==> src/rtl/pq_pkg.sv <==
// Shared types for the sorted-register priority queue.
//   KEY_WIDTH / VAL_WIDTH : field widths of one queue entry
//   kv_t                  : packed entry, key in the MSBs
//   state_t               : control FSM states
package pq_pkg;

    localparam int unsigned KEY_WIDTH = 8;
    localparam int unsigned VAL_WIDTH = 8;

    typedef struct packed {
        logic [KEY_WIDTH-1:0] key;
        logic [VAL_WIDTH-1:0] val;
    } kv_t;

    typedef enum logic {
        ST_IDLE   = 1'b0,
        ST_UPDATE = 1'b1
    } state_t;

endpackage

==> src/rtl/sr_pq_cell.sv <==
// One slot of the sorted priority-queue array.
//   clk, rst_n            : clock, async active-low reset
//   i_load                : take the captured new entry
//   i_shl                 : take the entry of the slot nearer the tail (i+1)
//   i_shr                 : take the entry of the slot nearer the head (i-1)
//   i_new                 : captured new entry
//   i_hi_valid/i_hi_kv    : slot i+1 contents
//   i_lo_valid/i_lo_kv    : slot i-1 contents
//   o_valid/o_kv          : registered slot contents
//   o_lt_c                : new key strictly less than this slot's key
module sr_pq_cell
    import pq_pkg::*;
(
    input  logic                           clk,
    input  logic                           rst_n,
    input  logic                           i_load,
    input  logic                           i_shl,
    input  logic                           i_shr,
    input  logic [KEY_WIDTH+VAL_WIDTH-1:0] i_new,
    input  logic                           i_hi_valid,
    input  logic [KEY_WIDTH+VAL_WIDTH-1:0] i_hi_kv,
    input  logic                           i_lo_valid,
    input  logic [KEY_WIDTH+VAL_WIDTH-1:0] i_lo_kv,
    output logic                           o_valid,
    output logic [KEY_WIDTH+VAL_WIDTH-1:0] o_kv,
    output logic                           o_lt_c
);

    localparam int unsigned W = KEY_WIDTH + VAL_WIDTH;

    logic         r_valid;
    logic [W-1:0] r_kv;
    logic         w_nxt_valid;
    logic [W-1:0] w_nxt_kv;

    // Strict compare keeps equal keys ahead of the new entry (FIFO tie-break).
    assign o_lt_c = i_new[W-1 -: KEY_WIDTH] < r_kv[W-1 -: KEY_WIDTH];

    // Slot source select.
    always_comb begin
        w_nxt_valid = r_valid;
        w_nxt_kv    = r_kv;
        if (i_load) begin
            w_nxt_valid = 1'b1;
            w_nxt_kv    = i_new;
        end else if (i_shl) begin
            w_nxt_valid = i_hi_valid;
            w_nxt_kv    = i_hi_kv;
        end else if (i_shr) begin
            w_nxt_valid = i_lo_valid;
            w_nxt_kv    = i_lo_kv;
        end
    end

    always_ff @(posedge clk or negedge rst_n) begin
        if (!rst_n) begin
            r_valid <= 1'b0;
            r_kv    <= '0;
        end else begin
            r_valid <= w_nxt_valid;
            r_kv    <= w_nxt_kv;
        end
    end

    assign o_valid = r_valid;
    assign o_kv    = r_kv;

endmodule

==> src/rtl/sr_pq.sv <==
// Sorted shift-register priority queue, min key first, FIFO among equal keys.
//   clk, rst_n : clock, async active-low reset
//   enq, deq   : requests, sampled only when not busy
//   kvi        : entry to enqueue
//   kvo        : registered head entry (zero when empty)
//   busy       : high during the single UPDATE cycle
//   full/empty : registered occupancy flags
module sr_pq
    import pq_pkg::*;
#(
    parameter int unsigned DEPTH = 8
) (
    input  logic                           clk,
    input  logic                           rst_n,
    input  logic                           enq,
    input  logic                           deq,
    input  logic [KEY_WIDTH+VAL_WIDTH-1:0] kvi,
    output logic [KEY_WIDTH+VAL_WIDTH-1:0] kvo,
    output logic                           busy,
    output logic                           full,
    output logic                           empty
);

    localparam int unsigned W  = KEY_WIDTH + VAL_WIDTH;
    localparam int unsigned CW = $clog2(DEPTH + 1);

    state_t        r_state;
    logic          r_busy, r_full, r_empty, r_enq, r_deq;
    kv_t           r_new;
    logic [W-1:0]  r_kvo;
    logic [CW-1:0] r_count;
    logic [CW-1:0] w_count_nxt;

    logic [DEPTH:0]   w_valid;
    logic [W-1:0]     w_kv [0:DEPTH];
    logic [DEPTH-1:0] w_lt;
    logic [DEPTH:0]   w_after;
    logic [DEPTH-1:0] w_at_p;
    logic [DEPTH-1:0] w_load, w_shl, w_shr;
    logic             w_do_enq, w_do_deq, w_do_rep;
    logic             w_head_valid;
    logic [W-1:0]     w_head_kv;

    // Virtual empty slot past the tail feeds the last cell on a shift-left.
    assign w_valid[DEPTH] = 1'b0;
    assign w_kv[DEPTH]    = '0;

    for (genvar g = 0; g < DEPTH; g++) begin : g_cell
        logic         w_lo_valid;
        logic [W-1:0] w_lo_kv;
        if (g == 0) begin : g_head
            assign w_lo_valid = 1'b0;
            assign w_lo_kv    = '0;
        end else begin : g_body
            assign w_lo_valid = w_valid[g-1];
            assign w_lo_kv    = w_kv[g-1];
        end
        sr_pq_cell u_cell (
            .clk        (clk),
            .rst_n      (rst_n),
            .i_load     (w_load[g]),
            .i_shl      (w_shl[g]),
            .i_shr      (w_shr[g]),
            .i_new      (r_new),
            .i_hi_valid (w_valid[g+1]),
            .i_hi_kv    (w_kv[g+1]),
            .i_lo_valid (w_lo_valid),
            .i_lo_kv    (w_lo_kv),
            .o_valid    (w_valid[g]),
            .o_kv       (w_kv[g]),
            .o_lt_c     (w_lt[g])
        );
    end

    // w_after[i]: slot i lies at or behind the sorted insert point p.
    always_comb begin
        w_after[DEPTH] = 1'b1;
        for (int unsigned i = 0; i < DEPTH; i++) begin
            w_after[i] = !w_valid[i] || w_lt[i];
        end
        w_at_p[0] = w_after[0];
        for (int unsigned i = 1; i < DEPTH; i++) begin
            w_at_p[i] = w_after[i] && !w_after[i-1];
        end
    end

    assign w_do_enq = r_busy && r_enq && !r_deq && !r_full;
    assign w_do_deq = r_busy && r_deq && !r_enq && !r_empty;
    assign w_do_rep = r_busy && r_enq && r_deq && !r_empty && !w_lt[0];

    // Per-slot shift/load select; replace drops the head then inserts at p-1.
    always_comb begin
        w_load = '0;
        w_shl  = '0;
        w_shr  = '0;
        for (int unsigned i = 0; i < DEPTH; i++) begin
            if (w_do_enq) begin
                w_load[i] = w_at_p[i];
                w_shr[i]  = w_after[i] && !w_at_p[i];
            end else if (w_do_deq) begin
                w_shl[i]  = 1'b1;
            end else if (w_do_rep) begin
                w_shl[i]  = !w_after[i+1];
                w_load[i] = w_after[i+1] && !w_after[i];
            end
        end
    end

    // Next head entry so kvo lands on the same edge as the array.
    always_comb begin
        w_head_valid = w_valid[0];
        w_head_kv    = w_kv[0];
        if (w_load[0]) begin
            w_head_valid = 1'b1;
            w_head_kv    = r_new;
        end else if (w_shl[0]) begin
            w_head_valid = w_valid[1];
            w_head_kv    = w_kv[1];
        end
    end

    always_comb begin
        w_count_nxt = r_count;
        if (w_do_enq) begin
            w_count_nxt = r_count + CW'(1);
        end else if (w_do_deq) begin
            w_count_nxt = r_count - CW'(1);
        end
    end

    // Control FSM: capture in IDLE, commit in UPDATE.
    always_ff @(posedge clk or negedge rst_n) begin
        if (!rst_n) begin
            r_state <= ST_IDLE;
            r_busy  <= 1'b0;
            r_enq   <= 1'b0;
            r_deq   <= 1'b0;
            r_new   <= '0;
            r_count <= '0;
            r_full  <= 1'b0;
            r_empty <= 1'b1;
            r_kvo   <= '0;
        end else begin
            case (r_state)
                ST_IDLE: begin
                    if (enq || deq) begin
                        r_enq   <= enq;
                        r_deq   <= deq;
                        r_new   <= kv_t'(kvi);
                        r_state <= ST_UPDATE;
                        r_busy  <= 1'b1;
                    end
                end
                ST_UPDATE: begin
                    r_state <= ST_IDLE;
                    r_busy  <= 1'b0;
                    r_count <= w_count_nxt;
                    r_full  <= (w_count_nxt == CW'(DEPTH));
                    r_empty <= (w_count_nxt == '0);
                    r_kvo   <= w_head_valid ? w_head_kv : '0;
                end
                default: begin
                    r_state <= ST_IDLE;
                    r_busy  <= 1'b0;
                end
            endcase
        end
    end

    assign kvo   = r_kvo;
    assign busy  = r_busy;
    assign full  = r_full;
    assign empty = r_empty;

endmodule

==> config.mk <==
export PLATFORM = sky130hd
export DESIGN_NAME = sr_pq
export DESIGN_NICKNAME = d
export VERILOG_FILES = /design/src/rtl/pq_pkg.sv /design/src/rtl/sr_pq_cell.sv /design/src/rtl/sr_pq.sv
export SDC_FILE = /design/constraint.sdc
export NUM_CORES = 1
export LEC_CHECK = 0
export ABC_CLOCK_PERIOD_IN_PS = 4550
export BUFFER_PORTS_ARGS = -buffer_cell sky130_fd_sc_hd__buf_4
export CAP_MARGIN = 20
export CORE_UTILIZATION = 45
export DETAILED_ROUTE_END_ITERATION = 10
export HOLD_SLACK_MARGIN = 0.15
export SLEW_MARGIN = 20
export SYNTH_ARGS = -nofsm -noshare
export SYNTH_HDL_FRONTEND = slang
export SYNTH_HIERARCHICAL = 1
export SYNTH_SLANG_ARGS = --single-unit
==> constraint.sdc <==
create_clock -name clk -period 4.55 [get_ports clk]
set_clock_uncertainty 0.2 [all_clocks]
set_input_delay 0.91 -clock clk [delete_from_list [all_inputs] [get_ports clk]]
set_output_delay 0.91 -clock clk [all_outputs]
set_load 0.005 [all_outputs]
Yosys cells after proc, flatten, opt, wreduce, memory -nomap -nowiden:

Cells that the tools add are included.

* add/sub/neg operators: 2
* magnitude comparators: 8
* equality and inequality tests: 2
* multiplexer cells: 106
* bitwise operators: 1
* reductions and logical operators: 69

Operators by type and width (count)
* 2-to-1 mux 16 bit: 24
* 2-to-1 mux 1 bit: 78
* less-than comparator 8 bit: 8
* logical NOT 1 bit: 28
* logical AND 1 bit: 23
* nonzero test 3 bit: 7
* logical OR 1 bit: 9
* 2-to-1 mux 4 bit: 2
* adder 4 x 1 -> 4 bit (second input constant): 1
* == test 4 bit (second input constant): 1
* logical NOT 4 bit: 1
* case mux 1 bit (2 select lines): 2
* subtractor 4 x 1 -> 4 bit (second input constant): 1
* inequality test 2 bit (second input constant): 1
* AND reduction 2 bit: 1
* inverter 1 bit: 1

* bits in registers: 178
* input port bits: 20
* output and inout bits: 19
* word-level logic and storage cells: 214

Depth between registers and ports, before layout:

* depth in word-level cells: 10
* depth in mapped cells: 14
* mapped depth without buffers: 11

By module:

The synthesis kept the hierarchy.

By module, submodules not included
* sr_pq_cell: instances 8, cells each 116, area each 1201.2 µm², sequential area each 425.4 µm²
* sr_pq: instances 1, cells each 267, area each 2506.2 µm², sequential area each 1052.3 µm²

Worst setup path before layout:

Ideal clock, no wire load.

* path type: register to register
* from: reg r_new[10] (netlist bit)
* to: reg g_cell[1].u_cell.r_kv[0]
* arrival: 2.947 ns
* required time: 4.218 ns
* path slack: 1.271 ns
* stages on the path, launching flop included: 14
* clock period less this slack: 3.279 ns
* cell sequence: dfrtp_1 > ha_1 > a211oi_1 > o21ai_0 > a41oi_1 > nand2b_1 > nand2_1 > clkbuf_1 > nor2_1 > buf_6 > buf_12 > mux2_4 > mux2i_1 > o21ai_1

* longest elaborated chain between the ends: 8

Ends and longest elaborated chain
* from (decl): line sr_pq.sv:29 `kv_t r_new;`
* from (signal assigned): line sr_pq.sv:149 `r_new <= kv_t'(kvi);`
* less-than comparator 8 bit: line sr_pq_cell.sv:37 `assign o_lt_c = i_new[W-1 -: KEY_WIDTH] < r_kv[W-1 -: KEY_WIDTH];`
* via w_lt[0]: line sr_pq.sv:36 `logic [DEPTH-1:0] w_lt;`
* logical OR 1 bit: line sr_pq.sv:79 `w_after[i] = !w_valid[i] || w_lt[i];`
* logical NOT 1 bit: line sr_pq.sv:83 `w_at_p[i] = w_after[i] && !w_after[i-1];`
* logical AND 1 bit: line sr_pq.sv:83
* logical NOT 1 bit: line sr_pq.sv:99 `w_shr[i] = w_after[i] && !w_at_p[i];`
* logical AND 1 bit: line sr_pq.sv:99
* 2-to-1 mux 1 bit: line sr_pq.sv:97 `if (w_do_enq) begin`
* via w_shr[1]: line sr_pq.sv:39 `logic [DEPTH-1:0] w_load, w_shl, w_shr;`
* nonzero test 3 bit (no source line)
* to (signal assigned): line sr_pq_cell.sv:61 `r_kv <= w_nxt_kv;`
* to (decl): line sr_pq_cell.sv:32 `logic [W-1:0] r_kv;`

The timed path passes the listed nets, and every way through them passes these cells.
A chain may end at the register's enable or synchronous reset.

Worst setup path in the final report:

* from: reg r_new[10] (netlist bit)
* to: reg g_cell[4].u_cell.r_kv[8]

RTL lines
* less-than comparator 8 bit (*): line sr_pq_cell.sv:37
* via w_lt[0]: line sr_pq.sv:36
* logical NOT 1 bit (*): line sr_pq.sv:89 `assign w_do_rep = r_busy && r_enq && r_deq && !r_empty && !w_lt[0];`
* logical AND 1 bit (*): line sr_pq.sv:89
* 2-to-1 mux 1 bit (*): line sr_pq.sv:102 `end else if (w_do_rep) begin`
* 2-to-1 mux 1 bit (*): line sr_pq.sv:100 `end else if (w_do_deq) begin`
* 2-to-1 mux 1 bit (*): line sr_pq.sv:97
* via w_load[4]: line sr_pq.sv:39
* nonzero test 3 bit (no source line) or 2-to-1 mux 16 bit (tied branches)
* to (signal assigned): line sr_pq_cell.sv:61
* to (decl): line sr_pq_cell.sv:32

Mark *: on every way through the listed nets, which the timed path passes. The rest lies on a longest branch.

==> run_results.csv <==
group,metric,value,unit
grt,grt_overflow,0,
logic_synthesis,netlist_area,12100,sq um
route,vias,8744,
final_layout,syn_to_final_growth,11.1,%
logic_synthesis,synth.yosys.warnings,6,
floorplanning,die_y,166,microns
setup_path,worstSetupPathType,"flop to flop",
logic_synthesis,ys.flop_type,"dfrtp_1",
route,viasPerCell,5.44,
placement,place_area,12900,sq um
logic_synthesis,synth_cells,1195,
final_layout,antenna_cells,0,
floorplanning,die_w,166,microns
final_layout,finalNetCount,1337,
grt,antenna_found_initial,0,
grt,top_usage_layer,"met2",
logic_synthesis,synth_top_cell_by_area,"dfrtp_1",
setup_path,critPathArrivalTime,3.91,ns
power_and_ir_drop,power.density,667,nW/um^2
grt,use_met3,2.86,%
final_layout,fin_area,13500,sq um
logic_synthesis,ys_seq_area_share,36.8,%
cts,cts_hold_buf,0,
cts,cts_max_level,4,
route,ant_nets,0,
sta,drv_slew,0,
placement,place_congestion,0.821,
floorplanning,start_util,46.2,%
floorplanning,die_area,27600,sq um
sta,fmax,266,MHz
logic_synthesis,synthTopCellsByCount,"177 x dfrtp_1, 172 x nand2_1, 137 x mux2i_1",
cts,path_clk_slew,0.08,ns
placement,io_buffers,38,
power_and_ir_drop,power,8980,uW
sta,relSlewSlack,40.2,%
worst_hold_path,hold_path_class,"flop to flop",
logic_synthesis,synthArstFlopShare,100,%
cts,insertion_delay,0.44,ns
route,dr.first_iter.drc_count,535,
final_layout,nFillCells,2363,
grt,met1_usage,30.0,%
sta,hold_violations,0,
route,wire_per_inst,17.3,microns
floorplanning,rows,59,
cts,cts.sinks,178,
setup_path,cp_max_fo,17,
route,totalWireLength,27700,microns
sta,worstMarginPinSlew,0.897,ns
setup_path,required,4.71,ns
grt,grt_first_pass_wirelength,47000,microns
grt,use_met2,33.3,%
logic_synthesis,ys_ff_latch,178,
setup_path,critPathCaptureType,"flop",
logic_synthesis,synth_edf_count,0,
sta,period_share,82.5,%
cts,cts_tree,"done",
cts,ctsRootBufferMaster,"clkbuf_16",
logic_synthesis,synth.area.top_cells,"dfrtp_1 37%, mux2i_1 11%, mux2_4 9.9%",
grt,grt_pass1_vias,8811,
logic_synthesis,syn_area_per_cell,10.1,sq um
floorplanning,core,26200,sq um
status,status,"complete, but fails checks",
route,drtPass1Iterations,8,
sta,fin_tns_setup,0,ns
run,maxCapViolCount,0,
final_layout,drive_gt1_share,23.5,%
setup_path,start_kind,"flop",
logic_synthesis,yosysTopAreaCellShare,36.6,%
logic_synthesis,yosysMostFrequentCell,"dfrtp_1",
sta,setup_viol,0,
logic_synthesis,synth.distinct_cells,43,
sta,rsz0062_at_grt,"no",
sta,fin_crit,3.75,ns
route,drc,1,
floorplanning,ios,39,
placement,dp_hpwl,20300,microns
status,violations,"DRC",
cts,cts_made_buffers,17,
power_and_ir_drop,vdd_ir_drop_max,0.000287,V
cts,clockBufferDepth,2,
grt,grt_use_total,21.0,%
power_and_ir_drop,p_leak,0.00570,uW
cts,postCtsSetupBuffers,0,
grt,grt_max_degree,90,
cts,post_cts_resized,0,
cell usage in the layout, fill, tap and decap left out, types with 16 or more instances in the layout:
cell type,netlist,final
ha_1,58,58
conb_1,1,35
buf_4,1,86
o22ai_1,24,18
o21ai_0,73,66
nand2_1,172,172
nand2b_1,16,16
mux2_2,75,75
a22oi_1,17,17
nor2_1,36,36
a21oi_1,19,19
clkbuf_16,0,17
a211oi_1,38,38
dfrtp_1,177,177
mux2i_1,137,137
o21ai_1,81,80
inv_1,60,60
mux2_4,80,80
report_power, final:
part	switching (uW)	internal, uW
Sequential	739	2290
Combinational	2220	2250
Clock	704	776
sequential cells by signal, summed over array words and instances, names as in the netlist:
signal,cells
g_cell.u_cell/o_kv,128
kvo,16
r_new,16
g_cell.u_cell/o_valid,8
r_count,4
busy,1
empty,1
full,1
r_deq,1
r_enq,1
r_state,1
worst max-delay path: stages, from the launching register on:
cell	delay [ns]
dfrtp_1	0.56
ha_1	0.40
nand2_1	0.05
o21ai_0	0.22
a41oi_1	0.26
nor2b_1	0.30
nand2_1	0.48
o22ai_2	0.73
buf_4	0.32
nand2_1	0.07
o21ai_1	0.07
per-stage QoR:
step	hold WS (ns)	std cells	setup slack [ns]	util, %
after floorplan	0.269	1229	1.27	-
after global placement	0.301	1575	0.881	49.1
after detailed placement	0.294	1575	0.834	49.1
after CTS	0.307	1607	0.801	51.3
after global routing	0.337	1607	0.444	51.3
final	0.315	1607	0.796	51.3
final timing paths:
path	to	from	slack, ns	cells after the start
max	g_cell[4].u_cell/o_kv[8]	r_new[10]	0.80	10
min	empty	empty	0.31	2
max reg2reg	g_cell[4].u_cell/o_kv[8]	r_new[10]	0.80	10
min reg2reg	empty	empty	0.31	2
max in group asynchronous	g_cell[5].u_cell/o_kv[13]	rst_n	3.02	2
min in group asynchronous	r_count[2]	rst_n	0.33	1
cell type report:
| cell class | count | area [sq um] | share of cell area [%] |
|---|---|---|---|
| Clock buffer | 18 | 429 | 3.19 |
| Clock inverter | 14 | 148 | 1.10 |
| Inverter | 62 | 235 | 1.75 |
| Multi-Input combinational cell | 912 | 7090 | 52.7 |
| Sequential cell | 178 | 4460 | 33.1 |
| Tap cell | 335 | 419 | 3.12 |
| Timing Repair Buffer | 88 | 679 | 5.05 |
cell families after synthesis:
kind of cell,after synthesis,share of synthesized area [%]
muxes,292,28.2
AOI/OAI and AO/OA,268,13.1
and+or+nand+nor,254,8.91
DFF,178,36.8
buffers and inverters,139,6.59
adders and majority gates,58,5.99
xor gates and xnor gates,5,0.362
other,1,0.0310
metal layers:
metal	share of wire, %	wire [microns]
met1	50	14000
met4	1.4	393
met5	0	0
met2	46	12800
met3	2.2	620
Power figures use the tool's default switching activity.
